### config.mk
export PLATFORM = sky130hd
export DESIGN_NAME = fifo_wr_arb
export DESIGN_NICKNAME = d
export VERILOG_FILES = /design/src/rtl/fifo_pkg.sv /design/src/rtl/fifo_wr_arb_rr_pick.sv /design/src/rtl/fifo_wr_arb.sv
export SDC_FILE = /design/constraint.sdc
export NUM_CORES = 1
export LEC_CHECK = 0
export BUFFER_PORTS_ARGS = -buffer_cell sky130_fd_sc_hd__buf_2
export CAP_MARGIN = 20
export CORE_MARGIN = 1.5
export CORE_UTILIZATION = 30
export DETAILED_ROUTE_END_ITERATION = 12
export GPL_TIMING_DRIVEN = 0
export MAX_ROUTING_LAYER = met4
export PLACE_DENSITY = 0.64
export REMOVE_ABC_BUFFERS = 1
export SLEW_MARGIN = 20
export SYNTH_ARGS = -nofsm -noshare
export SYNTH_HDL_FRONTEND = slang
export SYNTH_HIERARCHICAL = 1
export SYNTH_SLANG_ARGS = --single-unit
### constraint.sdc
create_clock -name clk_w -period 4.5 [get_ports clk_w]
set_input_delay 0.675 -clock clk_w [delete_from_list [all_inputs] [get_ports clk_w]]
set_output_delay 0.675 -clock clk_w [all_outputs]
set_load 0.005 [all_outputs]
### src/rtl/fifo_pkg.sv
// Shared types and helpers for the FIFO write-side arbiter.
package fifo_pkg;

   typedef enum logic {
      ARB_IDLE = 1'b0,
      ARB_LOCK = 1'b1
   } arb_state_e;

   localparam int unsigned STALL_CNT_W = 16;

   // Index + 1, wrapping to 0 after n-1.
   function automatic int unsigned rr_next(input int unsigned idx, input int unsigned n);
      return (idx + 1 >= n) ? 0 : idx + 1;
   endfunction

endpackage

### src/rtl/fifo_wr_arb_rr_pick.sv
// Rotating priority encoder: first set bit of vec scanning from ptr upward with wrap.
module rr_pick
   import fifo_pkg::*;
#(
   parameter  int unsigned N_REQ = 4,
   localparam int unsigned IDW   = $clog2(N_REQ)
) (
   input  logic [N_REQ-1:0] vec,
   input  logic [IDW-1:0]   ptr,
   output logic             found,
   output logic [IDW-1:0]   idx
);

   // Scan from farthest to nearest so the closest candidate to ptr wins.
   always_comb begin
      int unsigned cand;
      found = 1'b0;
      idx   = '0;
      cand  = 0;
      for (int k = int'(N_REQ) - 1; k >= 0; k--) begin
         cand = 32'(ptr) + 32'(k);
         if (cand >= N_REQ) cand = cand - N_REQ;
         if (vec[IDW'(cand)]) begin
            found = 1'b1;
            idx   = IDW'(cand);
         end
      end
   end

endmodule

### src/rtl/fifo_wr_arb.sv
// Round-robin arbiter sharing the FIFO write port between N_REQ requesters.
// Packet locking is compiled in with FIFO_WR_ARB_PKT_LOCK_EN.
module fifo_wr_arb
   import fifo_pkg::*;
#(
   parameter  int unsigned N_REQ     = 4,
   parameter  int unsigned FIFO_DWTH = 8,
   localparam int unsigned IDW       = $clog2(N_REQ)
) (
   input  logic                       clk_w,
   input  logic                       rst,
   input  logic [N_REQ-1:0]           req_valid,
   input  logic [N_REQ*FIFO_DWTH-1:0] req_data,
   input  logic [N_REQ-1:0]           req_last,
   output logic [N_REQ-1:0]           req_ready,
   input  logic                       fifo_full,
   output logic                       fifo_wren,
   output logic [FIFO_DWTH-1:0]       fifo_din,
   output logic                       grant_valid,
   output logic [IDW-1:0]             grant_id,
   output logic [STALL_CNT_W-1:0]     stall_cnt
);

   arb_state_e             state_q, state_d;
   logic [IDW-1:0]         rr_ptr_q, rr_ptr_d;
   logic [IDW-1:0]         lock_id_q, lock_id_d;
   logic [STALL_CNT_W-1:0] stall_cnt_q, stall_cnt_d;

   logic           pick_found;
   logic [IDW-1:0] pick_idx;
   logic [IDW-1:0] sel_id;
   logic [IDW-1:0] ptr_nxt;
   logic           sel_valid;
   logic           accept;

   rr_pick #(.N_REQ(N_REQ)) u_pick (
      .vec   (req_valid),
      .ptr   (rr_ptr_q),
      .found (pick_found),
      .idx   (pick_idx)
   );

   // A locked packet owns the port even while its requester is idle.
   assign sel_id    = (state_q == ARB_LOCK) ? lock_id_q : pick_idx;
   assign sel_valid = (state_q == ARB_LOCK) ? req_valid[sel_id] : pick_found;
   assign accept    = sel_valid && !fifo_full && !rst;
   assign ptr_nxt   = IDW'(rr_next(32'(sel_id), N_REQ));

   assign grant_valid = sel_valid && !rst;
   assign grant_id    = grant_valid ? sel_id : '0;
   assign fifo_wren   = accept;
   assign req_ready   = accept ? (N_REQ'(1) << sel_id) : '0;
   assign fifo_din    = accept ? req_data[sel_id*FIFO_DWTH +: FIFO_DWTH] : '0;
   assign stall_cnt   = rst ? '0 : stall_cnt_q;

   always_comb begin
      state_d     = state_q;
      rr_ptr_d    = rr_ptr_q;
      lock_id_d   = lock_id_q;
      stall_cnt_d = stall_cnt_q;

      if ((|req_valid) && fifo_full && (stall_cnt_q != '1))
         stall_cnt_d = stall_cnt_q + STALL_CNT_W'(1);

      if (accept) begin
`ifdef FIFO_WR_ARB_PKT_LOCK_EN
         if (state_q == ARB_IDLE) begin
            if (req_last[sel_id]) begin
               rr_ptr_d = ptr_nxt;
            end else begin
               state_d   = ARB_LOCK;
               lock_id_d = sel_id;
            end
         end else if (req_last[sel_id]) begin
            state_d  = ARB_IDLE;
            rr_ptr_d = ptr_nxt;
         end
`else
         rr_ptr_d = ptr_nxt;
`endif
      end
   end

`ifndef FIFO_WR_ARB_PKT_LOCK_EN
   logic unused_last;
   assign unused_last = ^req_last;
`endif

   always_ff @(posedge clk_w) begin
      if (rst) begin
         state_q     <= ARB_IDLE;
         rr_ptr_q    <= '0;
         lock_id_q   <= '0;
         stall_cnt_q <= '0;
      end else begin
         state_q     <= state_d;
         rr_ptr_q    <= rr_ptr_d;
         lock_id_q   <= lock_id_d;
         stall_cnt_q <= stall_cnt_d;
      end
   end

endmodule

# Yosys cells after proc, flatten, opt, wreduce, memory -nomap -nowiden
# Index checks and enable logic that the tools add are counted.
# word_totals
regBits	18
input_bits	43
output_inout_bits	32
# classes
eq_ne	1
n_addsub	9
reduce_logical	8
muxes	25
shifts	2
n_lt_le_gt_ge	9
# op_table
operator	count
$shiftx A32 B6 Y8	1
$mux W2	10
$add A16 B1 Y16 const B	1
$mux W16	1
$ne A16 B16 Y1 const B	1
$ge A3 B3 Y1 const B	4
$lt A2 B3 Y1 const B	4
$bmux W1 S2	4
$mux W1	8
$mux W8	1
$sub A2 B1 Y2 const B	4
$add A2 B1 Y3 const B	2
$add A2 B2 Y3 const B	2
$logic_and A1 B1 Y1	5
$mux W4	1
$reduce_or A4 Y1	1
$shl A1 B2 Y4 const A	1
$ge A2 B3 Y1 const B	1
$logic_not A1 Y1	2

# Logic depth before layout (Yosys ltp)
# Gate-level depths: netlist of run 1.
# depth
depth_word	12
depth_mapped	8
depth_no_buf	7

# Cells and area by module
# The synthesis of run 1 kept the hierarchy.
# by_module_without_submodules
module	cells_per_inst	n_inst	seq_area_each_um2	area_each_um2
fifo_wr_arb	150	1	360.3	1440.1
rr_pick	13	1	0.0	77.6

# Least setup slack after synthesis of run 1
# Ideal clock, no wire load.
# synth_timing
path_type	input-to-output
startpoint	in req_valid[3]
endpoint	out fifo_din[0]
path_buffers	1
path_stages	5
slack_ps	1759
t_arrival_ps	2066
cell_sequence	mux2i_1 -> a211oi_2 -> buf_2 -> mux4_2 -> and2_1
# synth_between
word_cells_on_any_way	20
cone_classes	shift (1); mux (17); reduce/logical (2)
# synth_lines
element	line	rtl
start, declared	fifo_wr_arb.sv:12	input logic [N_REQ-1:0] req_valid,
$bmux W1 S2	fifo_wr_arb_rr_pick.sv:23	if (vec[IDW'(cand)]) begin
$mux W1 (implied by the code)	fifo_wr_arb_rr_pick.sv:23	
$mux W2 (3 in a row)	fifo_wr_arb_rr_pick.sv:23	
$mux W2 (*)	fifo_wr_arb_rr_pick.sv:23	
net pick_idx[0]	fifo_wr_arb.sv:30	logic [IDW-1:0] pick_idx;
$shiftx A32 B6 Y8 (*)	fifo_wr_arb.sv:53	assign fifo_din = accept ? req_data[sel_id*FIFO_DWTH +: FIFO_DWTH] : '0;
$mux W8 (*)	fifo_wr_arb.sv:53	
end, declared	fifo_wr_arb.sv:18	output logic [FIFO_DWTH-1:0] fifo_din,
# Mark *: on every way through the listed nets, which the timed path passes. The rest lies on a longest branch. The select of a mux whose other input is x is not followed.

# Final worst setup path of run 1
# Ends and elaborated chain as after synthesis.

==> results of run 1 <==
-- worst max-delay path: stages --
cell	delay, ns
buf_2	0.15
mux2i_1	0.13
a211oi_4	0.70
mux4_2	0.60
and2_1	0.17
buf_2	0.12
-- cell families (layout without fill, tap and decap cells) --
logic type | after synthesis | in the layout | synth area share, %
compound gates | 19 | 19 | 8.82
simple gates | 92 | 92 | 39.1
mux | 19 | 19 | 21.2
fa+ha+maj | 5 | 5 | 4.12
buf+inv | 10 | 77 | 3.05
flops | 18 | 18 | 23.7
-- flip-flops by register name, summed over array words and instances, names as in the netlist --
signal	cells
stall_cnt_q	16
rr_ptr_q	2
-- per-layer routing --
| layer | track usage, % | vias to the layer above | wire [um] |
|---|---|---|---|
| met3 | 2.98 | 5 | 379 |
| met1 | 14.3 | 660 | 1500 |
| met5 | - | - | 0 |
| met4 | 4.32 | 0 | 40 |
| li1 | - | 719 | - |
| met2 | 24.8 | 65 | 1720 |
-- final cells by class --
| cell class | count | share of cell area (%) |
|---|---|---|
| sequential | 18 | 18.2 |
| clock buffer | 4 | 2.78 |
| tap | 67 | 4.24 |
| timing repair buffer | 70 | 17.7 |
| inverter | 3 | 0.569 |
| multi-input combinational | 135 | 56.5 |
-- power breakdown --
part | switching, mW | total, mW | leakage, nW | internal (mW)
Sequential | 0.00451 | 0.167 | 0.146 | 0.163
Clock | 0.0572 | 0.135 | 0.0288 | 0.0779
Combinational | 0.0481 | 0.106 | 0.739 | 0.0574
Total | 0.110 | 0.408 | 0.913 | 0.298
-- final timing paths --
kind / start / end / cells after the start
worst max-delay path: req_valid[3] / fifo_din[0] / 6
worst min-delay path: rr_ptr_q[0] / rr_ptr_q[0] / 2
worst max register to register: rr_ptr_q[0] / rr_ptr_q[1] / 7
worst min register to register: rr_ptr_q[0] / rr_ptr_q[0] / 2
-- cell usage in the layout, fill, tap and decap left out, drive strengths merged, types with 2 or more instances in the layout --
cell    count
a211oi      2
a21oi       8
and2       14
and4        2
buf        70
clkbuf      4
dfxtp      18
ha          5
inv         3
mux2       10
mux4        8
nand2       7
nand2b      4
nand3       4
nand4       6
nor2       15
nor2b      17
nor3        7
nor3b       3
nor4        2
o21ai       7
or2         2
or3         5
==> run_results.csv, run 1 <==
group,metric,value,unit
cells_and_area,final_nets,279,
synthesis,synth_top_area_cell,"dfxtp_1",
synthesis,postSynthAreaPerCell,9.31,sq um
timing,slew_violations,0,
clocking,cts_sinks,18,
timing,postLayoutSetupSlackWorst,1.28,ns
worst_setup_path,crit_fanout,13,
synthesis,synthTopCellsByCount,"18 x dfxtp_1, 17 x nor2b_1, 15 x nor2_1, 14 x and2_1",
worst_hold_path,hold_class,"register to register",
power,p_total,0.408,mW
cells_and_area,fin_area,1980,sq um
power,ir_drop,136,uV
timing,final.setup_skew,0.00306,ns
floorplanning,die_area,5490,sq um
synthesis,ys.flop_type,"dfxtp_1",
floorplanning,start_util,31.7,%
cells_and_area,final_cells,297,
timing,finalCritPeriodShare,71.6,%
placed_design,dpl.hpwl,2850,um
synthesis,synth_edf_count,0,
power,p_leak,0.913,nW
synthesis,synth_area,1520,sq um
clocking,cts_hold_buf,0,
timing,fmax,310,MHz
placed_design,dpl-instance-area,1920,sq um
worst_setup_path,cp-end-kind,"output port",
power,power.density,206,nW/um^2
worst_setup_path,criticalPathCategory,"input pin to output port",
synthesis,synth_top_area_share,23.7,%
clocking,htreeDepth,1,
floorplanning,rows,25,
cells_and_area,drive_gt1_share,46.1,%
worst_setup_path,required,3.83,ns
floorplanning,io_pins,75,
clocking,cts_resized,0,
floorplanning,core,4790,sq um
route,drt_iter0_drc,25,
worst_setup_path,critical_path_arrival,2.55,ns
floorplanning,die_x,74.1,um
global_routing,grt_max_degree,36,
route,viasPerCell,4.88,
run_status,outcome,"finished, final reports clean",
timing,whs,0.509,ns
cells_and_area,finish.utilization,41.4,%
route,drtPass1Iterations,4,
synthesis,synth_cell_types,40,
placed_design,port_buffers,70,
synthesis,seq_area_frac_synth,23.7,%
floorplanning,die_h,74.1,um
placed_design,place_ws,1.21,ns
route,drc_errors,0,
timing,hold_violations,0,
cells_and_area,multi_input_area,1120,sq um
timing,rsz0062_at_grt,"false",
global_routing,gr-total-overflow,0,
placed_design,place_congestion,0.745,
synthesis,yosys-top-cells-area,"dfxtp_1 24%, mux4_2 12%, nor2b_1 7.0%",
worst_setup_path,critPathLaunchType,"input pin",
cells_and_area,antenna_cells,0,
clocking,cts_buffers,3,
synthesis,yosys_register_bits,18,
clocking,tritoncts,"built",
cells_and_area,final.fill_count,506,
synthesis,ys.warnings.count,6,
synthesis,async_reset_ff_share,0,%
cells_and_area,ff_latch_area,360,sq um
global_routing,antenna_found_initial,0,
global_routing,grt_use_total,13.6,%
run,cap_viol_max_count,0,
timing,timing.setup.tns,0,ns
synthesis,synthCells,163,
clocking,cts_root_buf,"clkbuf_8",
route,routed_wl,3650,um
timing,tightest_slew,0.881,ns
worst_setup_path,r2r_slack,2.42,ns
route,vias,1449,
cells_and_area,syn2layout_area_growth,30.4,%
timing,fin_crit,3.22,ns
global_routing,grt_pass1_wl,5690,um
clocking,clk_pin_slew,0.07,ns
clocking,insertion_delay,0.26,ns
timing,slew_headroom,41.0,%
placed_design,dp_cells,293,
clocking,postCtsSetupBuffers,0,
timing,setup_viol,0,
global_routing,first_global_vias,1299,
route,postRouteAntennaNets,0,
synthesis,yosysMostFrequentCell,"dfxtp_1",
route,wl_per_cell,12.3,um
clocking,cts.path.max_buffers,2,
Power figures use the tool's default switching activity.
==> inputs of run 2 (changes only) <==
--- a/config.mk
+++ b/config.mk
@@ -12,7 +12,7 @@
 export DETAILED_ROUTE_END_ITERATION = 12
 export GPL_TIMING_DRIVEN = 0
 export MAX_ROUTING_LAYER = met4
-export PLACE_DENSITY = 0.64
+export PLACE_DENSITY = 0.66
 export REMOVE_ABC_BUFFERS = 1
 export SLEW_MARGIN = 20
 export SYNTH_ARGS = -nofsm -noshare
==> constraint.sdc (replaced) <==
create_clock -name clk_w -period 2.8 [get_ports clk_w]
set_input_delay 0.42 -clock clk_w [delete_from_list [all_inputs] [get_ports clk_w]]
set_output_delay 0.42 -clock clk_w [all_outputs]
set_load 0.005 [all_outputs]
==> run_results.csv, run 2 (synthesis gave the netlist of run 1 again) <==
group,metric,value,unit
global_routing,grt_use_total,13.2,%
clocking,cts_sinks,18,
worst_setup_path,r2r_cells,5,
route,routed_wl,3630,um
placed_design,place_congestion,0.752,
timing,fin_crit,2.61,ns
power,netSwitchingPower,0.171,mW
route,viasPerCell,4.97,
cells_and_area,final_nets,280,
timing,final.setup_skew,0.00256,ns
clocking,htreeDepth,1,
cells_and_area,drive_gt1_share,46.5,%
route,wl_per_cell,12.2,um
timing,timing.setup.tns,0,ns
cells_and_area,mostFrequentLayoutCells,"70 x buf_2, 18 x dfxtp_1, 17 x nor2b_1",
power,p_int,0.457,mW
run_status,outcome,"finished, final reports clean",
cells_and_area,final_cells,297,
clocking,tritoncts,"built",
floorplanning,start_util,31.7,%
placed_design,dpl.hpwl,2830,um
floorplanning,die_area,5490,sq um
timing,setup_viol,0,
placed_design,port_buffers,70,
clocking,insertion_delay,0.25,ns
route,drt_iter0_drc,56,
cells_and_area,final.fill_count,492,
global_routing,gr-total-overflow,0,
floorplanning,rows,25,
power,comb_power_share,28.8,%
global_routing,first_global_vias,1308,
floorplanning,die_x,74.1,um
floorplanning,io_pins,75,
route,vias,1475,
worst_hold_path,hold_path_depth,2,
cells_and_area,largest_register_ffs,16,
worst_hold_path,hold_class,"register to register",
power,seqPwrFrac,42.8,%
worst_setup_path,critical_path_arrival,2.19,ns
cells_and_area,reg.largest.list,"stall_cnt_q (16), rr_ptr_q (2)",
timing,hold_violations,0,
cells_and_area,antenna_cells,0,
timing,slew_violations,0,
route,drc_errors,0,
power,p_leak,0.915,nW
global_routing,grt_pass1_wl,5610,um
timing,tightest_slew,0.639,ns
cells_and_area,regMostFlops,"stall_cnt_q",
timing,slew_headroom,57.1,%
timing,rsz0062_at_grt,"false",
timing,finalCritPeriodShare,93.1,%
route,postRouteAntennaNets,0,
power,switching_share,27.2,%
floorplanning,die_h,74.1,um
clocking,cts_root_buf,"clkbuf_8",
global_routing,antenna_found_initial,0,
cells_and_area,syn2layout_area_growth,31.0,%
run,cap_viol_max_count,0,
timing,fmax,384,MHz
floorplanning,core,4790,sq um
cells_and_area,mostFrequentLayoutCell,"buf_2",
worst_setup_path,required,2.38,ns
worst_setup_path,critPathLaunchType,"register",
clocking,cts.path.max_buffers,2,
worst_setup_path,crit_fanout,13,
worst_setup_path,cp-end-kind,"output port",
placed_design,dp_cells,293,
power,ir_drop,196,uV
clocking,clk_pin_slew,0.06,ns
power,clkPwrFrac,28.4,%
clocking,cts_buffers,3,
route,drtPass1Iterations,4,
power,power.density,316,nW/um^2
global_routing,grt_max_degree,36,
worst_setup_path,criticalPathCategory,"register to output port",
[run 2: timing repair]
item | in CTS | in global routing
resized for setup | 0 | 1
endpoints found under the setup margin | 8 | 11
hold buffers | 0 | 0
buffers inserted | 1 | 0
pin swaps | 1 | 0
[run 2: through the flow]
step	cell area, sq um	hold slack, ns	util (%)	power [mW]	setup slack (ns)
2_1_floorplan	1480	0.460	-	0.374	0.294
4_1_cts	1990	0.510	41.5	0.639	0.00499
6_report	1990	0.505	41.5	0.628	0.193
3_5_place_dp	1920	0.499	40.2	0.449	-0.00702
3_3_place_gp	1920	0.492	40.1	0.442	-0.291
5_1_grt	1990	0.536	41.5	0.670	0.0779
[run 2: path summary, 6_finish.rpt]
check / slack, ns / to / start
setup / recovery: 0.19 / fifo_din[0] / rr_ptr_q[1]
hold / removal: 0.51 / rr_ptr_q[0] / rr_ptr_q[0]
setup reg to reg: 0.91 / stall_cnt_q[6] / stall_cnt_q[0]
hold reg to reg: 0.51 / rr_ptr_q[0] / rr_ptr_q[0]
[run 2: final cells by class]
class	instances	area (sq um)	share of cell area [%]
clock buffers	3	41.3	2.08
well taps	67	83.8	4.22
inverters	3	11.3	0.566
repair buffers	71	370	18.6
flip-flops and latches	18	360	18.1
multi-input cells	135	1120	56.4
[run 2: worst max-delay path: stages, from the launching register on]
cell and delay, ns:
dfxtp_1 0.42, nand2b_1 0.14, a21oi_1 0.10, a211oi_4 0.26
buf_12 0.18, mux4_2 0.50, and2_1 0.19, buf_2 0.13
[run 2: power groups by stage]
stage	Combinational [mW]	Clock, mW	Sequential (mW)
after floorplan	0.101	0	0.273
after global placement	0.167	0	0.275
after detailed placement	0.175	0	0.275
after CTS	0.184	0.187	0.269
after global routing	0.203	0.197	0.270
final	0.180	0.178	0.269
[run 2: routing by layer]
layer  up-vias  routed length (um)  track usage [%]
met4         0                  19             3.70
met5         -                   0                -
li1        724                   -                -
met1       685                1550             15.4
met3         2                 374             2.71
met2        64                1690             22.7
